`src/rtl/display_pkg.sv`:
```
// Shared types and constants for the 2-digit multiplexed 7-segment scanner.
// Segment patterns are {g,f,e,d,c,b,a}, active-low; digit enables are active-low.
package display_pkg;

  // Scan phases; the order is the order the FSM walks through them.
  typedef enum logic [1:0] {
    DIG0   = 2'd0,
    BLANK0 = 2'd1,
    DIG1   = 2'd2,
    BLANK1 = 2'd3
  } phase_e;

  localparam logic [6:0] SEG_BLANK = 7'h7F;
  localparam logic [6:0] SEG_DASH  = 7'h3F;

  localparam logic [1:0] AN_OFF  = 2'b11;
  localparam logic [1:0] AN_ONES = 2'b10;
  localparam logic [1:0] AN_TENS = 2'b01;

endpackage : display_pkg

```
`src/rtl/bcd_to_7seg.sv`:
```
// Combinational BCD nibble to active-low 7-segment pattern.
// Ports:
//   digit  - 4-bit BCD digit; 10..15 are treated as invalid
//   seg_c  - {g,f,e,d,c,b,a}, active-low; invalid digits show a dash
module bcd_to_7seg
  import display_pkg::*;
(
  input  logic [3:0] digit,
  output logic [6:0] seg_c
);

  always_comb begin
    seg_c = SEG_DASH;
    case (digit)
      4'd0:    seg_c = 7'h40;
      4'd1:    seg_c = 7'h79;
      4'd2:    seg_c = 7'h24;
      4'd3:    seg_c = 7'h30;
      4'd4:    seg_c = 7'h19;
      4'd5:    seg_c = 7'h12;
      4'd6:    seg_c = 7'h02;
      4'd7:    seg_c = 7'h78;
      4'd8:    seg_c = 7'h00;
      4'd9:    seg_c = 7'h10;
      default: seg_c = SEG_DASH;
    endcase
  end

endmodule : bcd_to_7seg

```
`src/rtl/bcd_display_scanner.sv`:
```
// Scans a packed 2-digit BCD value onto a multiplexed common-anode display.
// Each frame is DIG0 (ones), BLANK0, DIG1 (tens), BLANK1; new values are
// latched into the displayed register only on the BLANK1->DIG0 transition.
// Ports:
//   clk, rst_n   - clock, asynchronous active-low reset
//   bcd_in       - packed BCD, [7:4] tens, [3:0] ones
//   load         - capture bcd_in into the pending register
//   seg          - segments {g,f,e,d,c,b,a}, active-low, registered
//   an           - digit enables, active-low, an[0]=ones, an[1]=tens, registered
//   frame_start  - one-cycle pulse coinciding with the first DIG0 cycle
module bcd_display_scanner
  import display_pkg::*;
#(
  parameter int unsigned REFRESH_DIV  = 50000,
  parameter int unsigned BLANK_CYCLES = 500,
  parameter bit          LZ_BLANK     = 1'b1
) (
  input  logic       clk,
  input  logic       rst_n,
  input  logic [7:0] bcd_in,
  input  logic       load,
  output logic [6:0] seg,
  output logic [1:0] an,
  output logic       frame_start
);

  localparam int unsigned MAX_LEN = (REFRESH_DIV > BLANK_CYCLES) ? REFRESH_DIV : BLANK_CYCLES;
  localparam int unsigned CNT_W   = (MAX_LEN > 1) ? $clog2(MAX_LEN) : 1;
  localparam logic [CNT_W-1:0] DIG_LAST   = CNT_W'(REFRESH_DIV - 1);
  localparam logic [CNT_W-1:0] BLANK_LAST = CNT_W'(BLANK_CYCLES - 1);

  phase_e           state, state_nxt;
  logic [CNT_W-1:0] cnt, cnt_nxt;
  logic [7:0]       pending, pending_nxt;
  logic [7:0]       display, display_nxt;
  logic [6:0]       seg_nxt;
  logic [1:0]       an_nxt;
  logic             frame_start_nxt;
  logic             phase_done;
  logic [3:0]       digit_sel;
  logic [6:0]       enc_seg;

  // Single shared encoder, fed with the digit of the phase being entered.
  bcd_to_7seg u_enc (
    .digit (digit_sel),
    .seg_c (enc_seg)
  );

  // State, counter, data and output registers.
  always_ff @(posedge clk or negedge rst_n) begin
    if (!rst_n) begin
      state       <= BLANK1;
      cnt         <= '0;
      pending     <= '0;
      display     <= '0;
      seg         <= SEG_BLANK;
      an          <= AN_OFF;
      frame_start <= 1'b0;
    end else begin
      state       <= state_nxt;
      cnt         <= cnt_nxt;
      pending     <= pending_nxt;
      display     <= display_nxt;
      seg         <= seg_nxt;
      an          <= an_nxt;
      frame_start <= frame_start_nxt;
    end
  end

  // Next phase, counter, data transfer and next-cycle outputs.
  always_comb begin
    state_nxt       = state;
    cnt_nxt         = cnt + CNT_W'(1);
    pending_nxt     = load ? bcd_in : pending;
    display_nxt     = display;
    frame_start_nxt = 1'b0;
    seg_nxt         = SEG_BLANK;
    an_nxt          = AN_OFF;

    phase_done = ((state == DIG0) || (state == DIG1)) ? (cnt == DIG_LAST)
                                                       : (cnt == BLANK_LAST);

    if (phase_done) begin
      cnt_nxt = '0;
      case (state)
        DIG0:    state_nxt = BLANK0;
        BLANK0:  state_nxt = DIG1;
        DIG1:    state_nxt = BLANK1;
        BLANK1:  state_nxt = DIG0;
        default: state_nxt = BLANK1;
      endcase
    end

    // Frame boundary: show the value pending before this edge's load.
    if (phase_done && (state == BLANK1)) begin
      display_nxt     = pending;
      frame_start_nxt = 1'b1;
    end

    // Outputs are registered, so decode from the phase/value being entered.
    digit_sel = (state_nxt == DIG1) ? display_nxt[7:4] : display_nxt[3:0];

    case (state_nxt)
      DIG0: begin
        an_nxt  = AN_ONES;
        seg_nxt = enc_seg;
      end
      DIG1: begin
        if (!(LZ_BLANK && (display_nxt[7:4] == 4'd0))) begin
          an_nxt  = AN_TENS;
          seg_nxt = enc_seg;
        end
      end
      default: begin
        an_nxt  = AN_OFF;
        seg_nxt = SEG_BLANK;
      end
    endcase
  end

endmodule : bcd_display_scanner

```
`config.mk`:
```
export PLATFORM = sky130hd
export DESIGN_NAME = bcd_display_scanner
export DESIGN_NICKNAME = d
export VERILOG_FILES = /design/src/rtl/display_pkg.sv /design/src/rtl/bcd_to_7seg.sv /design/src/rtl/bcd_display_scanner.sv
export SDC_FILE = /design/constraint.sdc
export NUM_CORES = 1
export LEC_CHECK = 0
export CORE_ASPECT_RATIO = 1.25
export CORE_MARGIN = 2
export CORE_UTILIZATION = 50
export DETAILED_ROUTE_END_ITERATION = 12
export GPL_TIMING_DRIVEN = 0
export MAX_ROUTING_LAYER = met4
export PLACE_DENSITY_LB_ADDON = 0.1
export SYNTH_ARGS = -nofsm -noshare
export SYNTH_HDL_FRONTEND = slang
export SYNTH_SLANG_ARGS = --single-unit
```
`constraint.sdc`:
```
create_clock -name clk -period 8.4 [get_ports clk]
set_input_delay 0.84 -clock clk [delete_from_list [all_inputs] [get_ports clk]]
set_output_delay 0.84 -clock clk [all_outputs]
set_load 0.005 [all_outputs]
```
### Word-level counts from Yosys, hierarchy flattened

Memories as Yosys holds them, arrays and structs flattened.
Index checks and enable logic that the tools add are counted.

| word-level totals | value |
|---|---|
| ROM bits | 112 |
| register bits after elaboration | 44 |
| input port bits | 11 |
| memories | 1 |
| output and inout bits | 10 |

| cells by class | value |
|---|---|
| $add $sub $neg | 1 |
| muxes and demuxes | 11 |
| reductions and logical operators | 5 |
| eq/ne operators | 6 |

Memory list:

| memory | words | bits a word | read ports | clocked after Yosys merged registers in | write ports | RTL line | source |
|---|---|---|---|---|---|---|---|
| (no name shown) | 16 | 7 | 1 | 0 | 0 | bcd_to_7seg.sv:14 | `case (digit)` |

Operator list:

| operator | count |
|---|---|
| $add 16x1->16 const B | 1 |
| $eq 16x16->1 const B | 1 |
| $eq 16x9->1 const B | 1 |
| $mux 16 | 1 |
| $pmux 7 s2 | 1 |
| $mux 8 | 1 |
| $pmux 2 s4 | 1 |
| $mux 7 | 1 |
| $eq 2x2->1 const B | 3 |
| $logic_not 2->1 | 2 |
| $logic_not 4->1 | 1 |
| $mux 2 | 2 |
| $mux 4 | 1 |
| $pmux 2 s2 | 1 |
| $eq 2x1->1 const B | 1 |
| $mux 1 | 2 |
| $logic_and 1x1->1 | 1 |
| $logic_or 1x1->1 | 1 |

### Depth between registers and ports, before layout

Gate-level depths: netlist of run 1.
An unclocked memory read counts as a cell.

| depth | value |
|---|---|
| word-level depth | 9 |
| mapped depth | 14 |

### Modules after synthesis

Synthesis of run 1 repeated with hierarchy kept, for this count alone.

| second synthesis, totals | value |
|---|---|
| cell total of the unflattened synthesis | 198 |
| area, all modules | 2343.5 µm² |

Modules (own cells, without submodules):

| module | seq. area each (µm²) | area an instance (µm²) | instances | cells an instance |
|---|---|---|---|---|
| bcd_display_scanner | 1114.8 | 2103.3 | 1 | 167 |
| bcd_to_7seg | 0.0 | 240.2 | 1 | 31 |

### Least setup slack after synthesis of run 1

No wires, ideal clock.

| timing path | value |
|---|---|
| path type | reg-to-reg |
| start | reg state[1] |
| end | reg seg[4] |
| buffers on the path | 1 |
| period minus slack after synthesis | 2.892 ns |
| stages on the path, launching flop included | 13 |
| data arrival time | 2.806 ns |
| setup time | 0.086 ns |
| setup slack | 5.508 ns |
| data required time | 8.314 ns |
| cells stage by stage | dfstp_2 -> ha_1 -> nor2_1 -> or3_1 -> a211o_1 -> buf_2 -> mux2_2 -> mux2i_2 -> ha_1 -> inv_1 -> or2_0 -> nor2_1 -> o21ai_1 |

| between the ends | value |
|---|---|
| cells in the longest elaborated chain, start to end | 9 |
| elaborated cells between the ends (all ways) | 17 |

RTL lines:

| what | RTL line | source |
|---|---|---|
| from (decl) | bcd_display_scanner.sv:32 | `phase_e state, state_nxt;` |
| from (signal assigned) | bcd_display_scanner.sv:60 | `state <= state_nxt;` |
| $eq 2x2->1 / $logic_not 2->1 (equally long branches) | bcd_display_scanner.sv:80 | `phase_done = ((state == DIG0) \|\| (state == DIG1)) ? (cnt == DIG_LAST)` |
| $logic_or 1x1->1 | bcd_display_scanner.sv:80 |  |
| $mux 1 | bcd_display_scanner.sv:80 |  |
| $logic_and 1x1->1 * | bcd_display_scanner.sv:95 | `if (phase_done && (state == BLANK1)) begin` |
| $mux 8 * | bcd_display_scanner.sv:95 |  |
| via display_nxt[0] | bcd_display_scanner.sv:35 | `logic [7:0] display, display_nxt;` |
| $mux 4 * | bcd_display_scanner.sv:101 | `digit_sel = (state_nxt == DIG1) ? display_nxt[7:4] : display_nxt[3:0];` |
| $mem_v2 16x7 * | - |  |
| $mux 7 | bcd_display_scanner.sv:109 | `if (!(LZ_BLANK && (display_nxt[7:4] == 4'd0))) begin` |
| $pmux 7 s2 * | bcd_display_scanner.sv:103 | `case (state_nxt)` |
| via seg_nxt[4] | bcd_display_scanner.sv:36 | `logic [6:0] seg_nxt;` |
| to (signal assigned) | bcd_display_scanner.sv:64 | `seg <= seg_nxt;` |
| to (decl) | bcd_display_scanner.sv:22 | `output logic [6:0] seg,` |

The timed path passes the listed nets; every way through them passes the cells marked *.
A chain may end at the register's enable or synchronous reset.

### Worst setup path in the final report of run 1

| timing path | value |
|---|---|
| start | reg state[1] |
| end | reg seg[2] |

| between the ends | value |
|---|---|
| cells in the longest elaborated chain, start to end | 9 |
| elaborated cells between the ends (all ways) | 17 |

RTL lines:

| what | RTL line |
|---|---|
| $eq 2x2->1 / $logic_not 2->1 (equally long branches) | bcd_display_scanner.sv:80 |
| $logic_or 1x1->1 | bcd_display_scanner.sv:80 |
| $mux 1 | bcd_display_scanner.sv:80 |
| $logic_and 1x1->1 * | bcd_display_scanner.sv:95 |
| $mux 8 * | bcd_display_scanner.sv:95 |
| via display_nxt[4] | bcd_display_scanner.sv:35 |
| $mux 4 | bcd_display_scanner.sv:101 |
| $mem_v2 16x7 | - |
| $mux 7 | bcd_display_scanner.sv:109 |
| $pmux 7 s2 * | bcd_display_scanner.sv:103 |
| via seg_nxt[2] | bcd_display_scanner.sv:36 |

Marks and branches as above.

==> results of run 1 <==
how the worst min path moves through the flow:
stage / startpoint / endpoint / depth (start not counted)
after floorplan: display[3]$_DFF_PN0_ / display[3]$_DFF_PN0_ / 2
after global placement: display[1]$_DFF_PN0_ / display[1]$_DFF_PN0_ / 2
after detailed placement: display[3]$_DFF_PN0_ / display[3]$_DFF_PN0_ / 2
after CTS: rst_n / cnt[7]$_DFF_PN0_ / 1
after global routing: rst_n / cnt[12]$_DFF_PN0_ / 1
final: rst_n / cnt[12]$_DFF_PN0_ / 1
sequential cells by signal, indices dropped and copies added, names as in the netlist:
name / flops
cnt: 16
an: 2
frame_start: 1
seg: 7
pending: 8
state: 2
display: 8
power groups by stage:
stage | Clock, mW | Sequential (mW) | Combinational [mW]
global route | 0.150 | 0.220 | 0.0172
detailed placement | 0 | 0.224 | 0.0158
global placement | 0 | 0.223 | 0.0141
CTS | 0.139 | 0.220 | 0.0158
floorplan | 0 | 0.222 | 0.00581
finish | 0.133 | 0.220 | 0.0152
metal layers:
layer | track usage (%) | up-vias | part of all wire (%)
met1 | 20.91 | 750 | 40
met5 | - | - | 0
met2 | 35.85 | 15 | 56
li1 | - | 728 | -
met4 | 7.333 | 0 | 1.6
met3 | 4.493 | 8 | 2.3
critical path, cell delays in order (launching register included):
cell and delay (ps):
sky130_fd_sc_hd__dfstp_2 590, sky130_fd_sc_hd__ha_1 210, sky130_fd_sc_hd__nor2_1 70, sky130_fd_sc_hd__or3_1 410
sky130_fd_sc_hd__a211o_1 370, sky130_fd_sc_hd__buf_2 200, sky130_fd_sc_hd__mux2_2 310, sky130_fd_sc_hd__mux2i_2 320
sky130_fd_sc_hd__ha_1 210, sky130_fd_sc_hd__inv_1 30, sky130_fd_sc_hd__or2_0 230, sky130_fd_sc_hd__o211ai_1 200
cells in the mapped netlist, types with 3 or more instances:
cell | number | area (µm²)
sky130_fd_sc_hd__dfstp_2 | 11 | 289.0
sky130_fd_sc_hd__xnor2_1 | 8 | 70.07
sky130_fd_sc_hd__nand4_1 | 3 | 18.77
sky130_fd_sc_hd__mux2i_1 | 9 | 90.09
sky130_fd_sc_hd__ha_1 | 11 | 137.6
sky130_fd_sc_hd__nor2_1 | 22 | 82.58
sky130_fd_sc_hd__mux2_2 | 11 | 123.9
sky130_fd_sc_hd__dfrtp_1 | 33 | 825.8
sky130_fd_sc_hd__inv_1 | 8 | 30.03
sky130_fd_sc_hd__xor2_1 | 6 | 52.55
sky130_fd_sc_hd__a21oi_1 | 3 | 15.01
sky130_fd_sc_hd__nand3_1 | 7 | 35.03
sky130_fd_sc_hd__o211ai_1 | 4 | 30.03
sky130_fd_sc_hd__nand2_1 | 28 | 105.1
final cells by class:
| class | instances | area, µm² | area share (%) |
|---|---|---|---|
| plain buffers | 4 | 16.27 | 0.6385 |
| repair buffers | 20 | 205.2 | 8.055 |
| multi-input cells | 142 | 1017 | 39.93 |
| well taps | 56 | 70.07 | 2.750 |
| flip-flops and latches | 44 | 1115 | 43.76 |
| inverters | 9 | 33.78 | 1.326 |
| clock buffers | 8 | 90.09 | 3.536 |
stage by stage:
step	power, mW	worst slack [ps]	util [%]
CTS	0.3743	5139	61.66
finish	0.3683	5161	61.66
detailed placement	0.2395	5187	59.48
global route	0.3870	4940	61.66
floorplan	0.2277	5508	-
global placement	0.2375	5285	59.12
kinds of logic (layout without fill, tap and decap cells):
| kind of cell | Yosys count | in the layout | synth area share (%) |
|---|---|---|---|
| AND/OR/NAND/NOR | 77 | 77 | 16.57 |
| buffers and inverters | 13 | 41 | 2.293 |
| XOR/XNOR | 14 | 14 | 5.619 |
| adder cells (fa/ha/maj) | 11 | 11 | 6.307 |
| AO/OA/AOI/OAI | 16 | 16 | 5.276 |
| flip-flops | 44 | 44 | 51.09 |
| multiplexers | 24 | 24 | 12.84 |
==> impl_results.md, run 1 <==
- Outcome: complete, no violations
- Synthesized instance count: 199
- Final Hold Fails: 0
- Buffer cell driving the clock tree root: sky130_fd_sc_hd__clkbuf_8
- CTS tree: built
- Placed cell area: 0.002457 mm²
- Peak fanout along the critical path: 10
- #FFs+latches synth: 44
- Worst skew pair latency: 290 ps
- Category of the most critical setup path: reg2reg
- Post-DR wirelength/cell: 14.14 µm
- Peak Freq: 308.8 MHz
- Leading cell type in the layout, fill and taps excluded: sky130_fd_sc_hd__dfrtp_1
- Number of iterations in the first detailed-routing pass: 4
- Final-layout fill cell count: 366
- Placer's final routability congestion estimate: 0.8035
- Worst-case headroom to the max-slew limit: 70.12%
- Final cell area excluding filler cells: 0.002547 mm²
- Antenna violation net count after detailed routing: 0
- Vias: 1501
- CTS max path bufs: 2
- Layout net count: 248
- Yosys warning total: 0
- Detail Placement HPWL: 3.054 mm
- Post-Synthesis Cell Area: 0.002182 mm²
- Initial antenna violation count: 0
- Fraction of synthesis flops using an asynchronous set or reset pin: 100.0%
- Total DRC errors in the routed layout: 0
- Row cnt: 26
- Via count of the first global-routing pass: 1634
- I/O pin cnt: 21
- Clock slew at reported path FFs: 80 ps
- Layout overhead on the synthesized area: 16.74%
- Input/output buffers: 19
- Number of enable flip-flop cells after synthesis: 0
- Proportion of synthesized chip area in sequential cells: 51.09%
- Min cycle time layout: 3239 ps
- Post-detailed-routing wire length: 4.002 mm
- Nature of the critical path endpoint: register
- CTS Sinks: 44
- Register-to-Register Setup Slack: 5160 ps
- Endpoint of the worst register-to-register path: seg[2]$_DFF_PN1_
- Startpoint of the most critical setup path: state[1]$_DFF_PN1_
- Predominant post-synthesis flop cell: sky130_fd_sc_hd__dfrtp_1
- Commonest non-fill, non-tap cells in the layout: sky130_fd_sc_hd__dfrtp_1 (33), sky130_fd_sc_hd__nand2_1 (28), sky130_fd_sc_hd__nor2_1 (22), sky130_fd_sc_hd__clkdlybuf4s50_1 (18)
- Number of non-filler instances in the completed layout: 283
- Net switching share of the total power: 20.84%
- TNS Setup: 0 ps
- Core area: 0.004131 mm²
- H-tree levels: 2
- Termination of the worst setup path: seg[2]$_DFF_PN1_
- Critical Path Start Type: register
- Mean area per synthesized cell: 10.97 µm²
- Vias per Instance: 5.304
- Logic depth of the worst register-to-register path: 11
- Final setup fails: 0
- Worst setup skew after layout: 3.377 ps
- Relative contribution of the clock network to total power: 36.2%
- Worst-margin pin slew: 435.8 ps
- Placed insts: 275
- Share of final-layout standard cells stronger than drive strength 1: 17.62%
- Count of antenna diodes in the layout: 0
- Combinational group share of total power: 4.1%
- Total nets after synthesis: 221
- Sw power: 76.76 µW
- Iter 0 DRT Violations: 62
- Post CTS Setup Buffer Count: 0
- Sequential fraction of design power: 59.6%
- Hold crit path type: in2async
- Final clock period utilization by the worst path: 38.56%
- Final Hold Slack: 418.1 ps
- Static Leakage: 1.151 nW
- Startpoint of the worst-slack reg-to-reg timing path: state[1]$_DFF_PN1_
- Width of the chip: 63.09 µm
- Maximum number of pins on one net before global-route repair: 34
- Initial cell density of the core: 52.82%
- Total global routing overflow: 0
- Critical path data required time: 8610 ps
- Critical Path AT: 3440 ps
- Count of maximum capacitance violations: 0
- Die Y: 77.86 µm
- Distinct cell type count of the synthesized netlist: 41
- RSZ-0062 raised after global routing: no
- Internal power: 291.6 µW
- Global-route wire length before repair: 7.307 mm
- Final Max Slew Viols: 0
- GR Util All Layers: 19.83%
- Clock buffers created by TritonCTS: 5
- CTS resizes: 0
- Power density of the placed cells: 144.6 mW/mm²
- Die Area: 0.004912 mm²
- Worst IR drop on VDD: 89.77 µV
- Post-CTS Hold Buffers: 0
Note: power is estimated with default switching activity, not from simulation.
==> inputs of run 2 (changes only) <==
clock period = 2.96 ns   (was 8.4 ns; I/O delays follow)
==> run 2 against run 1 <==
  * The run now ends with setup timing left
  * Combinational power rose to 2.9 times the previous value
  * Critical path depth unchanged
  * Final area up 7.1%
  * Highest routed layer unchanged
  * Die area unchanged
  * Setup slack worse by 5200 ps
  * Wire length up 7.5%
  * First-iteration DRC count down 31%
  * Flip-flop and latch count unchanged
  * Clock-buffer cell count unchanged
==> impl_results.md, run 2 (same netlist as run 1, synthesis figures left out) <==
- Outcome: finished with violations
- Failing checks: setup timing
- Final setup fails: 1 (+1)
- RSZ-0062 raised after global routing: yes
- Startpoint of the worst-slack reg-to-reg timing path: state[1]$_DFF_PN1_
- CTS Sinks: 44 (unchanged)
- Min cycle time layout: 2970 ps (-268.6 ps)
- Placer's final routability congestion estimate: 0.8035 (unchanged)
- Power density of the placed cells: 384.4 mW/mm² (+170%)
- Commonest non-fill, non-tap cells in the layout: sky130_fd_sc_hd__dfrtp_1 (33), sky130_fd_sc_hd__nand2_1 (28), sky130_fd_sc_hd__nor2_1 (21), sky130_fd_sc_hd__clkdlybuf4s50_1 (18)
- Placed insts: 275 (unchanged)
- Share of final-layout standard cells stronger than drive strength 1: 27.08% (+9.5 points)
- Worst IR drop on VDD: 255.3 µV (+180%)
- Leading cell type in the layout, fill and taps excluded: sky130_fd_sc_hd__dfrtp_1
- Vias: 1555 (+3.6%)
- Final-layout fill cell count: 344 (-6.0%)
- Placed cell area: 0.002457 mm² (unchanged)
- H-tree levels: 2 (unchanged)
- Critical path data required time: 3160 ps (-5450 ps)
- Static Leakage: 1.226 nW (+6.5%)
- Critical Path Start Type: register
- I/O pin cnt: 21 (unchanged)
- Clock buffers created by TritonCTS: 5 (unchanged)
- Iter 0 DRT Violations: 43 (-31%)
- Largest registers in the final layout: cnt: 16 flops, display: 8 flops, pending: 8 flops
- Antenna violation net count after detailed routing: 0 (unchanged)
- Most flops, register: cnt
- Largest register FFs: 16 (unchanged)
- Buffer cell driving the clock tree root: sky130_fd_sc_hd__clkbuf_8
- Number of non-filler instances in the completed layout: 296 (+4.6%)
- Startpoint of the most critical setup path: state[1]$_DFF_PN1_
- Pre-CTS setup slack: -252.9 ps (-5440 ps)
- Final clock period utilization by the worst path: 100.3% (+62 points)
- Worst setup skew after layout: 3.143 ps (-0.2343 ps)
- CTS max path bufs: 2 (unchanged)
- Vias per Instance: 5.253 (-0.95%)
- Total global routing overflow: 0 (unchanged)
- Fin util: 66.05% (+4.4 points)
- Core area: 0.004131 mm² (unchanged)
- GR Util All Layers: 20.63% (+0.80 points)
- Final Hold Fails: 0 (unchanged)
- Count of maximum capacitance violations: 0 (unchanged)
- Layout net count: 261 (+5.2%)
- Die Area: 0.004912 mm² (unchanged)
- Peak Freq: 336.7 MHz (+9.0%)
- Initial cell density of the core: 52.82% (unchanged)
- Initial antenna violation count: 0 (unchanged)
- Final Hold Slack: 414.0 ps (-4.059 ps)
- Via count of the first global-routing pass: 1688 (+3.3%)
- Post-detailed-routing wire length: 4.303 mm (+7.5%)
- Category of the most critical setup path: reg2reg
- Pwr Total: 1.049 mW (+180%)
- TNS Setup: -10.06 ps (-10.06 ps)
- Maximum number of pins on one net before global-route repair: 34 (unchanged)
- Count of antenna diodes in the layout: 0 (unchanged)
- Hold crit path type: in2async
- Number of iterations in the first detailed-routing pass: 4 (unchanged)
- Row cnt: 26 (unchanged)
- Width of the chip: 63.09 µm (unchanged)
- Input/output buffers: 19 (unchanged)
- CTS tree: built
- Critical Path AT: 3170 ps (-270 ps)
- Nature of the critical path endpoint: register
- Worst skew pair latency: 290 ps (about the same)
- Die Y: 77.86 µm (unchanged)
- Post-DR wirelength/cell: 14.54 µm (+2.8%)
- Detail Placement HPWL: 3.054 mm (unchanged)
- Combined area of the multi-input logic cells: 0.001084 mm² (+6.5%)
- Final Max Slew Viols: 0 (unchanged)
- Final cell area excluding filler cells: 0.002729 mm² (+7.1%)
- Global-route wire length before repair: 7.624 mm (+4.3%)
- Worst-margin pin slew: 434.2 ps (-1.569 ps)
- Setup WS post-layout: -10.06 ps (-5171 ps)
- Peak fanout along the critical path: 7 (-3)
- Worst-case headroom to the max-slew limit: 71.05% (+0.94 points)
- Register area: 0.001115 mm² (unchanged)
- Clock slew at reported path FFs: 80 ps (about the same)
- Total DRC errors in the routed layout: 0 (unchanged)
- Layout overhead on the synthesized area: 25.06%
## run 2: cell count changes in the layout (fill, tap and decap cells not counted), moves of 3 or more
cell,before,now
sky130_fd_sc_hd__inv_1,8,3
sky130_fd_sc_hd__ha_1,11,7
sky130_fd_sc_hd__buf_4,0,11
sky130_fd_sc_hd__inv_2,1,4
## run 2: worst paths after layout
path,cells after the start,slack (ps),endpoint
max,11,-10,seg[2]$_DFF_PN1_
min,2,410,cnt[12]$_DFF_PN0_
max reg2reg,11,-10,seg[2]$_DFF_PN1_
min reg2reg,2,470,display[3]$_DFF_PN0_
max in group asynchronous,3,2010,seg[0]$_DFF_PN1_
min in group clk,2,470,display[3]$_DFF_PN0_
## run 2: power by group
group | leakage, nW | total [mW] | internal, mW | switching [mW]
Sequential | 0.542 | 0.623 | 0.612 | 0.0106
Combinational | 0.638 | 0.0446 | 0.0256 | 0.0190
Clock | 0.0455 | 0.381 | 0.190 | 0.191
Total | 1.23 | 1.05 | 0.828 | 0.220
## run 2: critical path, stage by stage (launching register included)
cell	delay, ps
sky130_fd_sc_hd__dfstp_2	580
sky130_fd_sc_hd__ha_4	170
sky130_fd_sc_hd__nor2_4	40
sky130_fd_sc_hd__or3_4	330
sky130_fd_sc_hd__a211o_1	360
sky130_fd_sc_hd__buf_6	160
sky130_fd_sc_hd__mux2_4	310
sky130_fd_sc_hd__mux2i_4	230
sky130_fd_sc_hd__ha_2	230
sky130_fd_sc_hd__inv_2	30
sky130_fd_sc_hd__or2_1	220
sky130_fd_sc_hd__o211ai_1	230
## run 2: routing by layer
layer	global-route usage (%)	part of all wire, %	up-vias
li1	-	-	757
met1	21.96	40	776
met2	37.45	56	13
met3	4.493	2.0	9
met4	7.111	1.8	0
met5	-	0	-
## run 2: final cells by class
type	count	area share [%]
plain buffers	4	0.8253
clock buffers	8	3.301
inverters	9	1.421
multi-input cells	142	39.71
flip-flops and latches	44	40.85
well taps	56	2.568
repair buffers	33	11.33
## run 2: what timing repair did
item                                   CTS  global route
setup endpoints to repair                7             7
pin swaps                                4            11
setup buffers                            5             7
resized for setup                        8            16
endpoints found under the hold margin    9             0
hold buffers                             1             0
